### src/rtl/int_pkg.sv
// rtl/int_pkg.sv - shared CSR addresses, cause codes, mstatus bits and trap FSM states
package int_pkg;

    localparam logic [11:0] CSR_MEPC    = 12'h341;
    localparam logic [11:0] CSR_MSTATUS = 12'h300;
    localparam logic [11:0] CSR_MCAUSE  = 12'h342;

    localparam logic [31:0] CAUSE_ECALL  = 32'h0000_000B;
    localparam logic [31:0] CAUSE_EBREAK = 32'h0000_0003;

    localparam int MIE_BIT  = 3;
    localparam int MPIE_BIT = 7;

    typedef enum logic [6:0] {
        S_IDLE         = 7'b000_0001,
        S_MEPC         = 7'b000_0010,
        S_MSTATUS      = 7'b000_0100,
        S_MCAUSE       = 7'b000_1000,
        S_ASSERT       = 7'b001_0000,
        S_MRET_MSTATUS = 7'b010_0000,
        S_MRET_ASSERT  = 7'b100_0000
    } int_state_e;

    function automatic logic [31:0] trap_mstatus(input logic [31:0] ms);
        logic [31:0] r;
        r           = ms;
        r[MPIE_BIT] = ms[MIE_BIT];
        r[MIE_BIT]  = 1'b0;
        return r;
    endfunction

    function automatic logic [31:0] mret_mstatus(input logic [31:0] ms);
        logic [31:0] r;
        r           = ms;
        r[MIE_BIT]  = ms[MPIE_BIT];
        r[MPIE_BIT] = 1'b1;
        return r;
    endfunction

endpackage

### src/rtl/irq_pending.sv
// rtl/irq_pending.sv - interrupt edge detect, pending latch, enable mask and priority encoder
module irq_pending #(
    parameter int NUM_IRQ   = 8,
    parameter bit EDGE_TRIG = 1'b1,
    parameter int ID_W      = 3
) (
    input  logic               clk,
    input  logic               rstn,
    input  logic [NUM_IRQ-1:0] irq_i,
    input  logic [NUM_IRQ-1:0] irq_en_i,
    input  logic               mie_i,
    input  logic               clr_i,
    input  logic [ID_W-1:0]    clr_id_i,
    output logic [NUM_IRQ-1:0] pend_o,
    output logic               any_o,
    output logic [ID_W-1:0]    id_o
);

    logic [NUM_IRQ-1:0] clr_mask;
    logic [NUM_IRQ-1:0] elig;

    always_comb begin
        clr_mask = '0;
        for (int k = 0; k < NUM_IRQ; k++) begin
            clr_mask[k] = clr_i && (clr_id_i == ID_W'(k));
        end
    end

    if (EDGE_TRIG) begin : g_edge
        logic [NUM_IRQ-1:0] irq_q;
        logic [NUM_IRQ-1:0] pend_q;

        // A new rising edge in the same cycle as the clear keeps the bit set.
        always_ff @(posedge clk) begin
            if (!rstn) begin
                irq_q  <= '0;
                pend_q <= '0;
            end else begin
                irq_q  <= irq_i;
                pend_q <= (pend_q & ~clr_mask) | (irq_i & ~irq_q);
            end
        end
        assign pend_o = pend_q;
    end else begin : g_level
        assign pend_o = irq_i;
    end

    assign elig = pend_o & irq_en_i & {NUM_IRQ{mie_i}};

    always_comb begin
        any_o = |elig;
        id_o  = '0;
        for (int k = NUM_IRQ - 1; k >= 0; k--) begin
            if (elig[k]) id_o = ID_W'(k);
        end
    end

endmodule

### src/rtl/int_arbiter.sv
// rtl/int_arbiter.sv - trap/interrupt arbiter sequencing mepc, mstatus, mcause and the redirect
module int_arbiter
    import int_pkg::*;
#(
    parameter int NUM_IRQ    = 8,
    parameter int CAUSE_BASE = 16,
    parameter bit EDGE_TRIG  = 1'b1,
    parameter int ID_W       = (NUM_IRQ > 1) ? $clog2(NUM_IRQ) : 1
) (
    input  logic               clk,
    input  logic               rstn,
    input  logic [NUM_IRQ-1:0] irq_i,
    input  logic [NUM_IRQ-1:0] irq_en_i,
    input  logic               ecall_i,
    input  logic               ebreak_i,
    input  logic               mret_i,
    input  logic [31:0]        inst_addr_i,
    input  logic               jump_flag_i,
    input  logic [31:0]        jump_addr_i,
    input  logic [31:0]        csr_mtvec_i,
    input  logic [31:0]        csr_mepc_i,
    input  logic [31:0]        csr_mstatus_i,
    output logic               hold_o,
    output logic               csr_we_o,
    output logic [11:0]        csr_waddr_o,
    output logic [31:0]        csr_wdata_o,
    output logic               int_assert_o,
    output logic [31:0]        int_addr_o,
    output logic [ID_W-1:0]    int_id_o,
    output logic [NUM_IRQ-1:0] mip_o
);

    int_state_e      state_q;
    logic [31:0]     cause_q;
    logic            async_q;
    logic [ID_W-1:0] int_id_q;
    logic            csr_we_q;
    logic [11:0]     csr_waddr_q;
    logic [31:0]     csr_wdata_q;
    logic            int_assert_q;
    logic [31:0]     int_addr_q;

    logic            irq_any;
    logic [ID_W-1:0] irq_id;
    logic            sync_evt;
    logic            take_irq;
    logic [31:0]     ret_addr;
    logic [31:0]     irq_cause;
    logic [31:0]     trap_base;
    logic [31:0]     vec_addr;

    irq_pending #(
        .NUM_IRQ  (NUM_IRQ),
        .EDGE_TRIG(EDGE_TRIG),
        .ID_W     (ID_W)
    ) u_pending (
        .clk     (clk),
        .rstn    (rstn),
        .irq_i   (irq_i),
        .irq_en_i(irq_en_i),
        .mie_i   (csr_mstatus_i[MIE_BIT]),
        .clr_i   (take_irq),
        .clr_id_i(irq_id),
        .pend_o  (mip_o),
        .any_o   (irq_any),
        .id_o    (irq_id)
    );

    assign sync_evt  = ecall_i || ebreak_i;
    assign take_irq  = (state_q == S_IDLE) && !sync_evt && irq_any;
    assign ret_addr  = jump_flag_i ? jump_addr_i : (inst_addr_i + (sync_evt ? 32'd4 : 32'd0));
    assign irq_cause = {1'b1, 31'(CAUSE_BASE) + 31'(irq_id)};
    assign trap_base = {csr_mtvec_i[31:2], 2'b00};
    // The low cause bits hold the exception code, so code*4 is a shift.
    assign vec_addr  = trap_base + {cause_q[29:0], 2'b00};
    assign hold_o    = (state_q != S_IDLE) || sync_evt || irq_any || mret_i;

    always_ff @(posedge clk) begin
        if (!rstn) begin
            state_q      <= S_IDLE;
            cause_q      <= '0;
            async_q      <= 1'b0;
            int_id_q     <= '0;
            csr_we_q     <= 1'b0;
            csr_waddr_q  <= '0;
            csr_wdata_q  <= '0;
            int_assert_q <= 1'b0;
            int_addr_q   <= '0;
        end else begin
            csr_we_q     <= 1'b0;
            csr_waddr_q  <= '0;
            csr_wdata_q  <= '0;
            int_assert_q <= 1'b0;
            int_addr_q   <= '0;
            unique case (state_q)
                S_IDLE: begin
                    if (sync_evt || irq_any) begin
                        state_q     <= S_MEPC;
                        csr_we_q    <= 1'b1;
                        csr_waddr_q <= CSR_MEPC;
                        csr_wdata_q <= ret_addr;
                        async_q     <= !sync_evt;
                        cause_q     <= ecall_i ? CAUSE_ECALL : (ebreak_i ? CAUSE_EBREAK : irq_cause);
                        if (!sync_evt) int_id_q <= irq_id;
                    end else if (mret_i) begin
                        state_q     <= S_MRET_MSTATUS;
                        csr_we_q    <= 1'b1;
                        csr_waddr_q <= CSR_MSTATUS;
                        csr_wdata_q <= mret_mstatus(csr_mstatus_i);
                    end
                end
                S_MEPC: begin
                    state_q     <= S_MSTATUS;
                    csr_we_q    <= 1'b1;
                    csr_waddr_q <= CSR_MSTATUS;
                    csr_wdata_q <= trap_mstatus(csr_mstatus_i);
                end
                S_MSTATUS: begin
                    state_q     <= S_MCAUSE;
                    csr_we_q    <= 1'b1;
                    csr_waddr_q <= CSR_MCAUSE;
                    csr_wdata_q <= cause_q;
                end
                S_MCAUSE: begin
                    state_q      <= S_ASSERT;
                    int_assert_q <= 1'b1;
                    int_addr_q   <= (async_q && csr_mtvec_i[1:0] == 2'b01) ? vec_addr : trap_base;
                end
                S_MRET_MSTATUS: begin
                    state_q      <= S_MRET_ASSERT;
                    int_assert_q <= 1'b1;
                    int_addr_q   <= csr_mepc_i;
                end
                default: state_q <= S_IDLE;
            endcase
        end
    end

    assign csr_we_o     = csr_we_q;
    assign csr_waddr_o  = csr_waddr_q;
    assign csr_wdata_o  = csr_wdata_q;
    assign int_assert_o = int_assert_q;
    assign int_addr_o   = int_addr_q;
    assign int_id_o     = int_id_q;

endmodule

### config.mk
export PLATFORM = sky130hd
export DESIGN_NAME = int_arbiter
export DESIGN_NICKNAME = d
export VERILOG_FILES = /design/src/rtl/int_pkg.sv /design/src/rtl/irq_pending.sv /design/src/rtl/int_arbiter.sv
export SDC_FILE = /design/constraint.sdc
export NUM_CORES = 1
export LEC_CHECK = 0
export ABC_CLOCK_PERIOD_IN_PS = 2900
export BUFFER_PORTS_ARGS = -buffer_cell sky130_fd_sc_hd__buf_4
export CAP_MARGIN = 15
export CORE_MARGIN = 4
export CORE_UTILIZATION = 46
export CTS_BUF_LIST = sky130_fd_sc_hd__clkbuf_16
export DETAILED_ROUTE_END_ITERATION = 10
export GPL_TIMING_DRIVEN = 0
export HOLD_SLACK_MARGIN = 0.08
export PLACE_DENSITY_LB_ADDON = 0.12
export SLEW_MARGIN = 25
export SYNTH_ARGS = -nofsm -noshare
export SYNTH_HDL_FRONTEND = slang
export SYNTH_SLANG_ARGS = --single-unit
### constraint.sdc
create_clock -name clk -period 2.9 [get_ports clk]
set_clock_uncertainty 0.2 [all_clocks]
set_input_delay 0.29 -clock clk [delete_from_list [all_inputs] [get_ports clk]]
set_output_delay 0.29 -clock clk [all_outputs]
set_load 0.01 [all_outputs]
==> results.ini, run 1 <==
[outcome]
outcome = completed

[drt]
drtAntennaViolNets = 0
detail_route.iter0.violations = 476
drc_errors = 0
wl_um = 20600
post_drt_wl_per_cell_um = 17.9
routed_via_density = 5.42
vias = 6256
pre_repair_dr_iteration_count = 6

[logic_synthesis]
synth_edf_count = 0
post_synth_inst_count = 618
synth_cell_types = 65
fraction_of_registers_with_async_set_or_reset_after_synthesis_pct = 0
synth.cells.most_frequent = sky130_fd_sc_hd__dfxtp_1 (100), sky130_fd_sc_hd__nand2_1 (87), sky130_fd_sc_hd__o21ai_0 (45)
yosysTopAreaCellShare_pct = 38.2
synth.ff_latch_count = 100
synth.yosys.warnings = 0
synth_simple_gate_area_share_pct = 24.8
synth_compound_area_share_pct = 18.9
yosysSeqAreaShare_pct = 38.2
synth-adder-area-share_pct = 2.06
synth.cell_area_sq_um = 5240
post_synth_main_area_contributors = sky130_fd_sc_hd__dfxtp_1 (38%), sky130_fd_sc_hd__nand2_1 (6.2%), sky130_fd_sc_hd__xnor2_1 (5.5%), sky130_fd_sc_hd__o21ai_0 (4.3%), sky130_fd_sc_hd__xor2_1 (3.7%)
synth.avg_cell_area_sq_um = 8.47
synth-xor-area-share_pct = 9.20
synth-main-ff-cell = sky130_fd_sc_hd__dfxtp_1
synth.mux.area_fraction_pct = 1.72
post-synth-top-count-cell = sky130_fd_sc_hd__dfxtp_1
synth_largest_area_cell = sky130_fd_sc_hd__dfxtp_1
synth_top_family_by_area = simple AND/OR/NAND/NOR gates

[sta]
whs_ns = 0.0874
min_period_over_period_pct = 98.7
setup_violations = 0
clock.fmax_mhz = 349
final_max_slew_viol_count = 0
tightestPinTransition_ns = 0.939
period_needed_ns = 2.86
slew-limit-headroom_pct = 37.3
hold_viol_final = 0

[cts]
clock_tree_from_tritoncts = done
cts_made_buffers = 9
clk_pin_slew_ns = 0.07
max-clock-path-buffers = 2
clock_tree.htree_level_count = 3
clock_sinks = 100
cell_at_the_root_of_the_clock_tree = sky130_fd_sc_hd__clkbuf_16
worstSkewPairLatency_ns = 0.35

[min_path]
min_path_type = in2reg
worst_hold_path.num_cells = 4

[die]
initial_core_util_pct = 47.7
num_rows = 38
die_x_um = 115
die_height_um = 115
fp.dieArea_sq_um = 13200
core_region_area_sq_um = 11000
i_o_pin_cnt = 272

[placed_design]
routabilityCongestion = 0.879
placedInstanceArea_sq_um = 7410
placement.io_buffers = 263
detailedPlacementHpwl_um = 14000

[pwr]
internal_power_uw = 2830
seq_power_share_pct = 39.4
switching_share_pct = 28.0
pwr-share-comb_pct = 28.2
leakagePower_uw = 0.00402
power_density_nw_per_um2 = 442
peakVddDrop_mv = 0.441
switch_pwr_uw = 1100
power_frac_clock_pct = 32.4

[critical_path]
worstSetupStartpointType = flop
worst-path-stages = 9
worst_path_dominant_cell_family = buffers and inverters
critical_path_arrival_ns = 2.90
worst-path-max-fanout = 10
cp_cell_sequence = a22oi_1 > a41o_1 > and3_4 > a21o_1 > buf_4 > and2_4 > buf_6 > a22o_1 > dlygate4sd3_1
worstRegToRegCells = 9
slowest_stage = sky130_fd_sc_hd__dlygate4sd3_1
critical_path.n_buffers_inverters = 3
critical_path_required_ns = 2.93
critPathMaxStageDelay_ns = 0.56
critPathKind = reg2reg
critical_path_capture_point_type = flop

[final_layout]
drive_gt1_share_pct = 33.5
register_area_sq_um = 2000
nNetsFinal = 1201
filler_cell_count = 683
count_of_antenna_diodes_in_the_layout = 0
syn2layout_area_growth_pct = 69.8
multiInputGateArea_sq_um = 3040
final_design_area_no_fill_sq_um = 8890

[global_route]
grt.met1_usage_pct = 34.7
grt_pass1_vias = 6319
grt_max_degree = 16
top_usage_layer = met2
antenna_violations_before_repair = 0
grt_first_pass_wirelength_um = 31300
grtUsageMet2_pct = 51.6
globalRouteTotalUtil_pct = 30.2
grt.overflow.total = 0
groute.layer.met3.usage_pct = 6.77

[flow_run]
drv.max_cap_violation_count = 0

-- power by group through the flow --
stage | clock network (uW) | logic [uW] | registers, uW
2_1_floorplan | 0 | 407 | 1600
3_3_place_gp | 0 | 900 | 1560
3_5_place_dp | 0 | 921 | 1570
4_1_cts | 1290 | 1050 | 1540
5_1_grt | 1340 | 1190 | 1560
6_report | 1270 | 1110 | 1550
-- stage by stage --
step / setup TNS [ns] / std cells / worst slack [ns] / total power [uW] / util (%)
final: 0 / 1155 / 0.0373 / 3930 / 80.9
after global routing: -0.157 / 1155 / -0.0406 / 4090 / 80.9
after CTS: 0 / 1153 / 0.0277 / 3880 / 80.3
after detailed placement: 0 / 1027 / 0.369 / 2490 / 67.4
after global placement: 0 / 1027 / 0.411 / 2460 / 67.4
after floorplan: 0 / 624 / 0.709 / 2000 / -
-- per-layer routing --
metal  wire length (um)  up-vias
li1                   -     2947
met3               1690       83
met2              10200      333
met1               7720     2893
met4                983        0
met5                  0        -
-- logic make-up after synthesis --
family | Yosys count
flops | 100
other cells | 1
buf+inv | 48
xor+xnor | 55
simple gates | 249
compound gates | 149
mux | 8
fa+ha+maj | 8
-- registers in the layout, indices dropped and copies added, names as in the netlist --
| signal | count |
|---|---|
| csr_waddr_o | 4 |
| int_assert_o | 1 |
| cause_q | 5 |
| int_addr_o | 32 |
| u_pending.pend_o | 8 |
| u_pending.g_edge.irq_q | 8 |
| int_id_o | 3 |
| state_q | 7 |
| csr_wdata_o | 32 |
-- worst min-delay path, cell delays in order --
cell and delay, ns:
sky130_fd_sc_hd__buf_4 0.08, sky130_fd_sc_hd__nand2_1 0.04, sky130_fd_sc_hd__o21ai_0 0.08, sky130_fd_sc_hd__a22o_1 0.12
-- layout make-up --
class	count	area share [%]
Timing Repair Buffer	377	35.0
Clock inverter	6	0.915
Clock buffer	9	2.53
Inverter	12	0.507
Buffer	35	2.39
Multi-Input combinational cell	476	34.2
Tap cell	140	1.97
Sequential cell	100	22.6
-- worst paths after layout --
path	from	end	slack, ns
max	u_pending.pend_o[7]	csr_wdata_o[24]	0.04
min	jump_addr_i[19]	csr_wdata_o[19]	0.09
max reg2reg	u_pending.pend_o[7]	csr_wdata_o[24]	0.04
min reg2reg	u_pending.g_edge.irq_q[4]	u_pending.pend_o[4]	0.27
-- cells in the final DEF, fill, tap and decap left out, types with 4 or more instances in the layout --
cell type                       netlist  layout
sky130_fd_sc_hd__buf_4               11     277
sky130_fd_sc_hd__dlygate4sd3_1        0     111
sky130_fd_sc_hd__dfxtp_1            100      98
sky130_fd_sc_hd__nand2_1             87      87
sky130_fd_sc_hd__o21ai_0             45      45
sky130_fd_sc_hd__nor2_1              35      34
sky130_fd_sc_hd__xnor2_1             33      33
sky130_fd_sc_hd__nand3_1             26      25
sky130_fd_sc_hd__xor2_1              22      22
sky130_fd_sc_hd__o21ai_1             19      18
sky130_fd_sc_hd__nand4_1             17      17
sky130_fd_sc_hd__a22oi_1             16      15
sky130_fd_sc_hd__nand2b_1            13      13
sky130_fd_sc_hd__clkbuf_1            14      13
sky130_fd_sc_hd__and3_1              13      13
sky130_fd_sc_hd__a22o_1              13      13
sky130_fd_sc_hd__and2_1              13      12
sky130_fd_sc_hd__inv_1               10      11
sky130_fd_sc_hd__nor3_1               9       9
sky130_fd_sc_hd__o2bb2ai_1            9       9
sky130_fd_sc_hd__clkbuf_16            0       9
sky130_fd_sc_hd__mux2_2               8       8
sky130_fd_sc_hd__a21oi_1              9       8
sky130_fd_sc_hd__nor2b_1              8       8
sky130_fd_sc_hd__a21boi_0             7       7
sky130_fd_sc_hd__ha_1                 7       7
sky130_fd_sc_hd__conb_1               1       7
sky130_fd_sc_hd__buf_2                6       6
sky130_fd_sc_hd__a21boi_1             6       6
sky130_fd_sc_hd__a21o_1               4       4
-- what timing repair did --
item	4_1_cts	5_1_grt
hold buffers	111	0
resized for setup	0	12
endpoints found under the setup margin	0	16
endpoints found under the hold margin	82	0
buffers inserted	0	3
Power figures use the tool's default switching activity.
==> inputs of run 2 (changes only) <==
--- a/config.mk
+++ b/config.mk
@@ -5,11 +5,12 @@
 export SDC_FILE = /design/constraint.sdc
 export NUM_CORES = 1
 export LEC_CHECK = 0
+export ABC_AREA = 1
 export ABC_CLOCK_PERIOD_IN_PS = 2900
 export BUFFER_PORTS_ARGS = -buffer_cell sky130_fd_sc_hd__buf_4
 export CAP_MARGIN = 15
 export CORE_MARGIN = 4
-export CORE_UTILIZATION = 46
+export CORE_UTILIZATION = 48
 export CTS_BUF_LIST = sky130_fd_sc_hd__clkbuf_16
 export DETAILED_ROUTE_END_ITERATION = 10
 export GPL_TIMING_DRIVEN = 0
==> results.ini, run 2 <==
[sta]
tightestPinTransition_ns = 1.06
final_critical_path_setup_slack_ns = 0.109
clock.fmax_mhz = 358
min_period_over_period_pct = 96.2
slew-limit-headroom_pct = 28.9
setup_violations = 0
period_needed_ns = 2.79
hold_viol_final = 0
final_max_slew_viol_count = 0
whs_ns = 0.0840

[global_route]
grt.overflow.total = 0
globalRouteTotalUtil_pct = 32.2
grt_first_pass_wirelength_um = 37600
grt_pass1_vias = 7591
antenna_violations_before_repair = 0
grt_max_degree = 20

[min_path]
min_path_type = in2reg

[placed_design]
routabilityCongestion = 0.930
placement.io_buffers = 262
dp_worst_setup_slack_ns = 0.233
place.detailed.instances = 1394
detailedPlacementHpwl_um = 17500

[die]
initial_core_util_pct = 49.9
num_rows = 40
core_region_area_sq_um = 12200
fp.dieArea_sq_um = 14600
i_o_pin_cnt = 272
die_height_um = 121
die_x_um = 121

[drt]
drc_errors = 0
detail_route.iter0.violations = 642
routed_via_density = 5.11
pre_repair_dr_iteration_count = 5
drtAntennaViolNets = 0
wl_um = 24100
post_drt_wl_per_cell_um = 16.0
vias = 7717

[cts]
cts_made_buffers = 9
worstSkewPairLatency_ns = 0.36
clock_sinks = 100
postCtsSetupBuffers = 0
clock_tree_from_tritoncts = done
clk_pin_slew_ns = 0.08
max-clock-path-buffers = 2
clock_tree.htree_level_count = 3
cell_at_the_root_of_the_clock_tree = sky130_fd_sc_hd__clkbuf_16

[logic_synthesis]
synth.avg_cell_area_sq_um = 6.36
post-synth-top-count-cell = sky130_fd_sc_hd__nand2_1
synth_top_family_by_area = simple AND/OR/NAND/NOR gates
synth.cells.most_frequent = sky130_fd_sc_hd__nand2_1 (323), sky130_fd_sc_hd__nor2_1 (135), sky130_fd_sc_hd__dfxtp_1 (100)
synth_compound_area_share_pct = 11.8
post_synth_inst_count = 958
synth.yosys.warnings = 0
synth-adder-area-share_pct = 1.77
synth.mux.area_fraction_pct = 0
yosysTopAreaCellShare_pct = 32.9
synth_largest_area_cell = sky130_fd_sc_hd__dfxtp_1
fraction_of_registers_with_async_set_or_reset_after_synthesis_pct = 0
synth-main-ff-cell = sky130_fd_sc_hd__dfxtp_1
synth.ff_latch_count = 100
synth.cell_area_sq_um = 6090
yosysSeqAreaShare_pct = 32.9
synth-xor-area-share_pct = 3.02
post_synth_main_area_contributors = sky130_fd_sc_hd__dfxtp_1 (33%), sky130_fd_sc_hd__nand2_1 (20%), sky130_fd_sc_hd__nor2_1 (8.3%), sky130_fd_sc_hd__a21oi_1 (6.0%), sky130_fd_sc_hd__inv_1 (4.7%)
synth_cell_types = 41
synth_simple_gate_area_share_pct = 41.3
synth_edf_count = 0

[critical_path]
critPathMaxStageDelay_ns = 0.58
worstSetupStartpointType = input port
cp_cell_sequence = buf_4 > nor2_1 > inv_1 > ha_2 > ha_2 > nand2_1 > nor2_1 > nand2_1 > inv_1 > nand2_1 > nand2_1 > inv_1 > o21ai_0 > o211ai_1 > a21oi_1 > dlygate4sd3_1
critical_path_capture_point_type = flop
critical_path_arrival_ns = 2.90
critical_path_required_ns = 3.00
worst-path-max-fanout = 5
worst_path_most_repeated_cell = sky130_fd_sc_hd__nand2_1
slowest_stage = sky130_fd_sc_hd__dlygate4sd3_1
critPathKind = in2reg

[pwr]
seq_power_share_pct = 38.2
internal_power_uw = 2710
peakVddDrop_mv = 0.399
power_density_nw_per_um2 = 423
switching_share_pct = 33.1
switch_pwr_uw = 1340
power_frac_clock_pct = 30.1
pwr-share-comb_pct = 31.8
leakagePower_uw = 0.00462

[outcome]
outcome = completed

[final_layout]
drive_gt1_share_pct = 26.6
final_cell_mix = sky130_fd_sc_hd__nand2_1 (322), sky130_fd_sc_hd__buf_4 (271), sky130_fd_sc_hd__nor2_1 (134), sky130_fd_sc_hd__dfxtp_1 (99), sky130_fd_sc_hd__dlygate4sd3_1 (98)
syn2layout_area_growth_pct = 57.5
layout_commonest_cell = sky130_fd_sc_hd__nand2_1
nNetsFinal = 1525
finalNonFillerCells = 1509

[flow_run]
drv.max_cap_violation_count = 0

-- run 2: critical path: cells and delay by family --
kind	cells	cell delay, ns
buffers and inverters	5	0.99
AND/OR/NAND/NOR	6	0.65
AO/OA/AOI/OAI	3	0.50
adder cells (fa/ha/maj)	2	0.47
-- run 2: layer usage --
metal | part of all wire, % | global-route usage [%] | wire length (um)
met5 | 0 | 0 | 0
met4 | 2.5 | 11.3 | 592
met3 | 8.6 | 7.53 | 2070
met2 | 49 | 56.0 | 11900
met1 | 40 | 38.9 | 9580
-- run 2: through the flow --
step,utilization (%),power [uW],setup TNS (ns),area (sq um)
after global routing,78.5,4250,-0.0106,9590
after detailed placement,67.9,2720,0,8290
after global placement,67.9,2700,0,8290
after floorplan,-,2180,0,6110
after CTS,78.3,4030,0,9560
final,78.5,4060,0,9590
-- run 2: cell families (layout without fill, tap and decap cells) --
family | after synthesis | in the layout
flops | 100 | 100
buf+inv | 123 | 499
fa+ha+maj | 8 | 8
other cells | 1 | 8
compound gates | 126 | 126
xor+xnor | 21 | 21
simple gates | 579 | 579
-- run 2: power by group through the flow --
stage          logic, uW  clock network [uW]  registers (uW)
6_report            1290                1220            1550
5_1_grt             1400                1290            1560
4_1_cts             1260                1230            1540
3_5_place_dp        1150                   0            1570
3_3_place_gp        1130                   0            1570
2_1_floorplan        566                   0            1610
-- run 2: what timing repair did --
action / CTS / global route
endpoints found under the hold margin: 82 / 0
setup endpoints to repair: 0 / 5
resized for setup: 0 / 9
hold buffers: 98 / 0
-- run 2: cell type report --
class | instances | area, sq um
Fill cell | 959 | 2620
Sequential cell | 100 | 2000
Inverter | 85 | 319
Buffer | 38 | 240
Tap cell | 168 | 210
Antenna cell | 1 | 2.50
Clock buffer | 9 | 225
Clock inverter | 7 | 68.8
Timing Repair Buffer | 360 | 2950
Multi-Input combinational cell | 741 | 3570
-- run 2: path summary, 6_finish.rpt --
check                           cells past startpoint                       from  slack [ns]                   to
worst max-delay path                               16                    ecall_i        0.11      csr_wdata_o[14]
worst min-delay path                                3             csr_mtvec_i[5]        0.08        int_addr_o[5]
worst max register to register                     11                 cause_q[2]        0.16       int_addr_o[15]
worst min register to register                      1  u_pending.g_edge.irq_q[7]        0.22  u_pending.pend_o[7]
==> inputs of run 3 (changes only) <==
--- a/config.mk
+++ b/config.mk
@@ -16,6 +16,7 @@
 export GPL_TIMING_DRIVEN = 0
 export HOLD_SLACK_MARGIN = 0.08
 export PLACE_DENSITY_LB_ADDON = 0.12
+export RECOVER_POWER = 100
 export SLEW_MARGIN = 25
 export SYNTH_ARGS = -nofsm -noshare
 export SYNTH_HDL_FRONTEND = slang
==> results.ini, run 3 (synthesis gave the netlist of run 2 again) <==
[flow_run]
drv.max_cap_violation_count = 0

[cts]
clock_tree.htree_level_count = 3
clock_sinks = 100
cell_at_the_root_of_the_clock_tree = sky130_fd_sc_hd__clkbuf_16
clk_pin_slew_ns = 0.07
cts_made_buffers = 9
clock_tree_from_tritoncts = done
max-clock-path-buffers = 2
worstSkewPairLatency_ns = 0.36

[placed_design]
dp_worst_setup_slack_ns = 0.233
routabilityCongestion = 0.930
detailedPlacementHpwl_um = 17500
placement.io_buffers = 262

[critical_path]
worst-path-max-fanout = 10
worstSetupStartpointType = input port
critical_path_arrival_ns = 2.81
critPathKind = in2reg
critical_path_required_ns = 2.94
r2r_slack_ns = 0.16
critical_path_capture_point_type = flop

[sta]
whs_ns = 0.0831
clock.fmax_mhz = 361
setup_violations = 0
timing.setup.tns_ns = 0
period_needed_ns = 2.77
tightestPinTransition_ns = 1.03
hold_viol_final = 0
final_max_slew_viol_count = 0
slew-limit-headroom_pct = 30.8
min_period_over_period_pct = 95.5
final_critical_path_setup_slack_ns = 0.130

[global_route]
grt_max_degree = 20
globalRouteTotalUtil_pct = 32.2
grt_pass1_vias = 7591
grt_first_pass_wirelength_um = 37600
antenna_violations_before_repair = 0
grt.overflow.total = 0

[min_path]
min_path_type = in2reg

[final_layout]
drive_gt1_share_pct = 19.9
final_cell_mix = sky130_fd_sc_hd__nand2_1 (323), sky130_fd_sc_hd__buf_4 (181), sky130_fd_sc_hd__nor2_1 (135), sky130_fd_sc_hd__clkbuf_1 (103), sky130_fd_sc_hd__dfxtp_1 (99)
syn2layout_area_growth_pct = 51.8
nNetsFinal = 1525
layout_commonest_cell = sky130_fd_sc_hd__nand2_1
postLayoutCoreUtil_pct = 75.7
filler_cell_count = 1088

[die]
num_rows = 40
core_region_area_sq_um = 12200
i_o_pin_cnt = 272
initial_core_util_pct = 49.9
die_x_um = 121
die_height_um = 121
fp.dieArea_sq_um = 14600

[drt]
detail_route.iter0.violations = 660
routed_via_density = 5.13
drtAntennaViolNets = 0
wl_um = 24200
drc_errors = 0
pre_repair_dr_iteration_count = 6
vias = 7736
post_drt_wl_per_cell_um = 16.0

[pwr]
power_density_nw_per_um2 = 428
peakVddDrop_mv = 0.395
leakagePower_uw = 0.00426

[outcome]
outcome = completed

-- run 3: cell types whose count changed in the layout (fill, tap and decap cells not counted), sizes merged --
| cell | delta |
|---|---|
| clkbuf | +93 |
| buf | -93 |
-- run 3: what timing repair did --
item,CTS,global route
endpoints found under the hold margin,82,0
gates resized for setup,0,9
setup buffers,0,0
endpoints found under the setup margin,0,5
hold buffers,98,0
-- run 3: area by class of cell --
| cell class | count | area, sq um | area share (%) |
|---|---|---|---|
| multi-input combinational | 741 | 3550 | 38.4 |
| timing repair buffer | 360 | 2640 | 28.6 |
| sequential | 100 | 2000 | 21.7 |
| inverter | 85 | 319 | 3.45 |
| clock buffer | 9 | 225 | 2.44 |
| buffer | 38 | 224 | 2.42 |
| tap | 168 | 210 | 2.27 |
| clock inverter | 7 | 68.8 | 0.745 |
| antenna | 1 | 2.50 | 0.0271 |
-- run 3: power breakdown --
group | leakage [uW] | switching [uW] | internal (uW)
Sequential | 0.000819 | 55.9 | 1490
Combinational | 0.00330 | 664 | 528
Clock | 0.000143 | 611 | 606
-- run 3: metal layers --
metal | GRT usage (%) | share of wire, %
met4 | 11.3 | 3.0
met5 | 0 | 0
met3 | 7.53 | 8.4
met1 | 38.9 | 40
met2 | 56.0 | 49
-- run 3: path summary, 6_finish.rpt --
path,startpoint,endpoint,cells after the start
worst max-delay path,csr_mstatus_i[3],csr_wdata_o[6],12
worst min-delay path,csr_mtvec_i[5],int_addr_o[5],3
worst max register to register,cause_q[0],int_addr_o[30],12
worst min register to register,u_pending.g_edge.irq_q[2],u_pending.pend_o[2],1
-- run 3: per-stage QoR --
step	cells	area, sq um	total power, uW
2_1_floorplan	964	6110	2180
3_3_place_gp	1394	8290	2700
3_5_place_dp	1394	8290	2720
4_1_cts	1508	9560	4030
5_1_grt	1508	9240	4150
6_report	1509	9240	3950
-- run 3: worst max-delay path, stage by stage --
cell and delay, ns:
sky130_fd_sc_hd__dlygate4sd3_1 0.55, sky130_fd_sc_hd__buf_6 0.15, sky130_fd_sc_hd__nand3_1 0.15, sky130_fd_sc_hd__nand4_2 0.16, sky130_fd_sc_hd__nor2_4 0.21, sky130_fd_sc_hd__nand2_2 0.11
sky130_fd_sc_hd__nand2_4 0.16, sky130_fd_sc_hd__inv_2 0.11, sky130_fd_sc_hd__buf_6 0.16, sky130_fd_sc_hd__o211ai_2 0.06, sky130_fd_sc_hd__a21oi_1 0.08, sky130_fd_sc_hd__dlygate4sd3_1 0.60
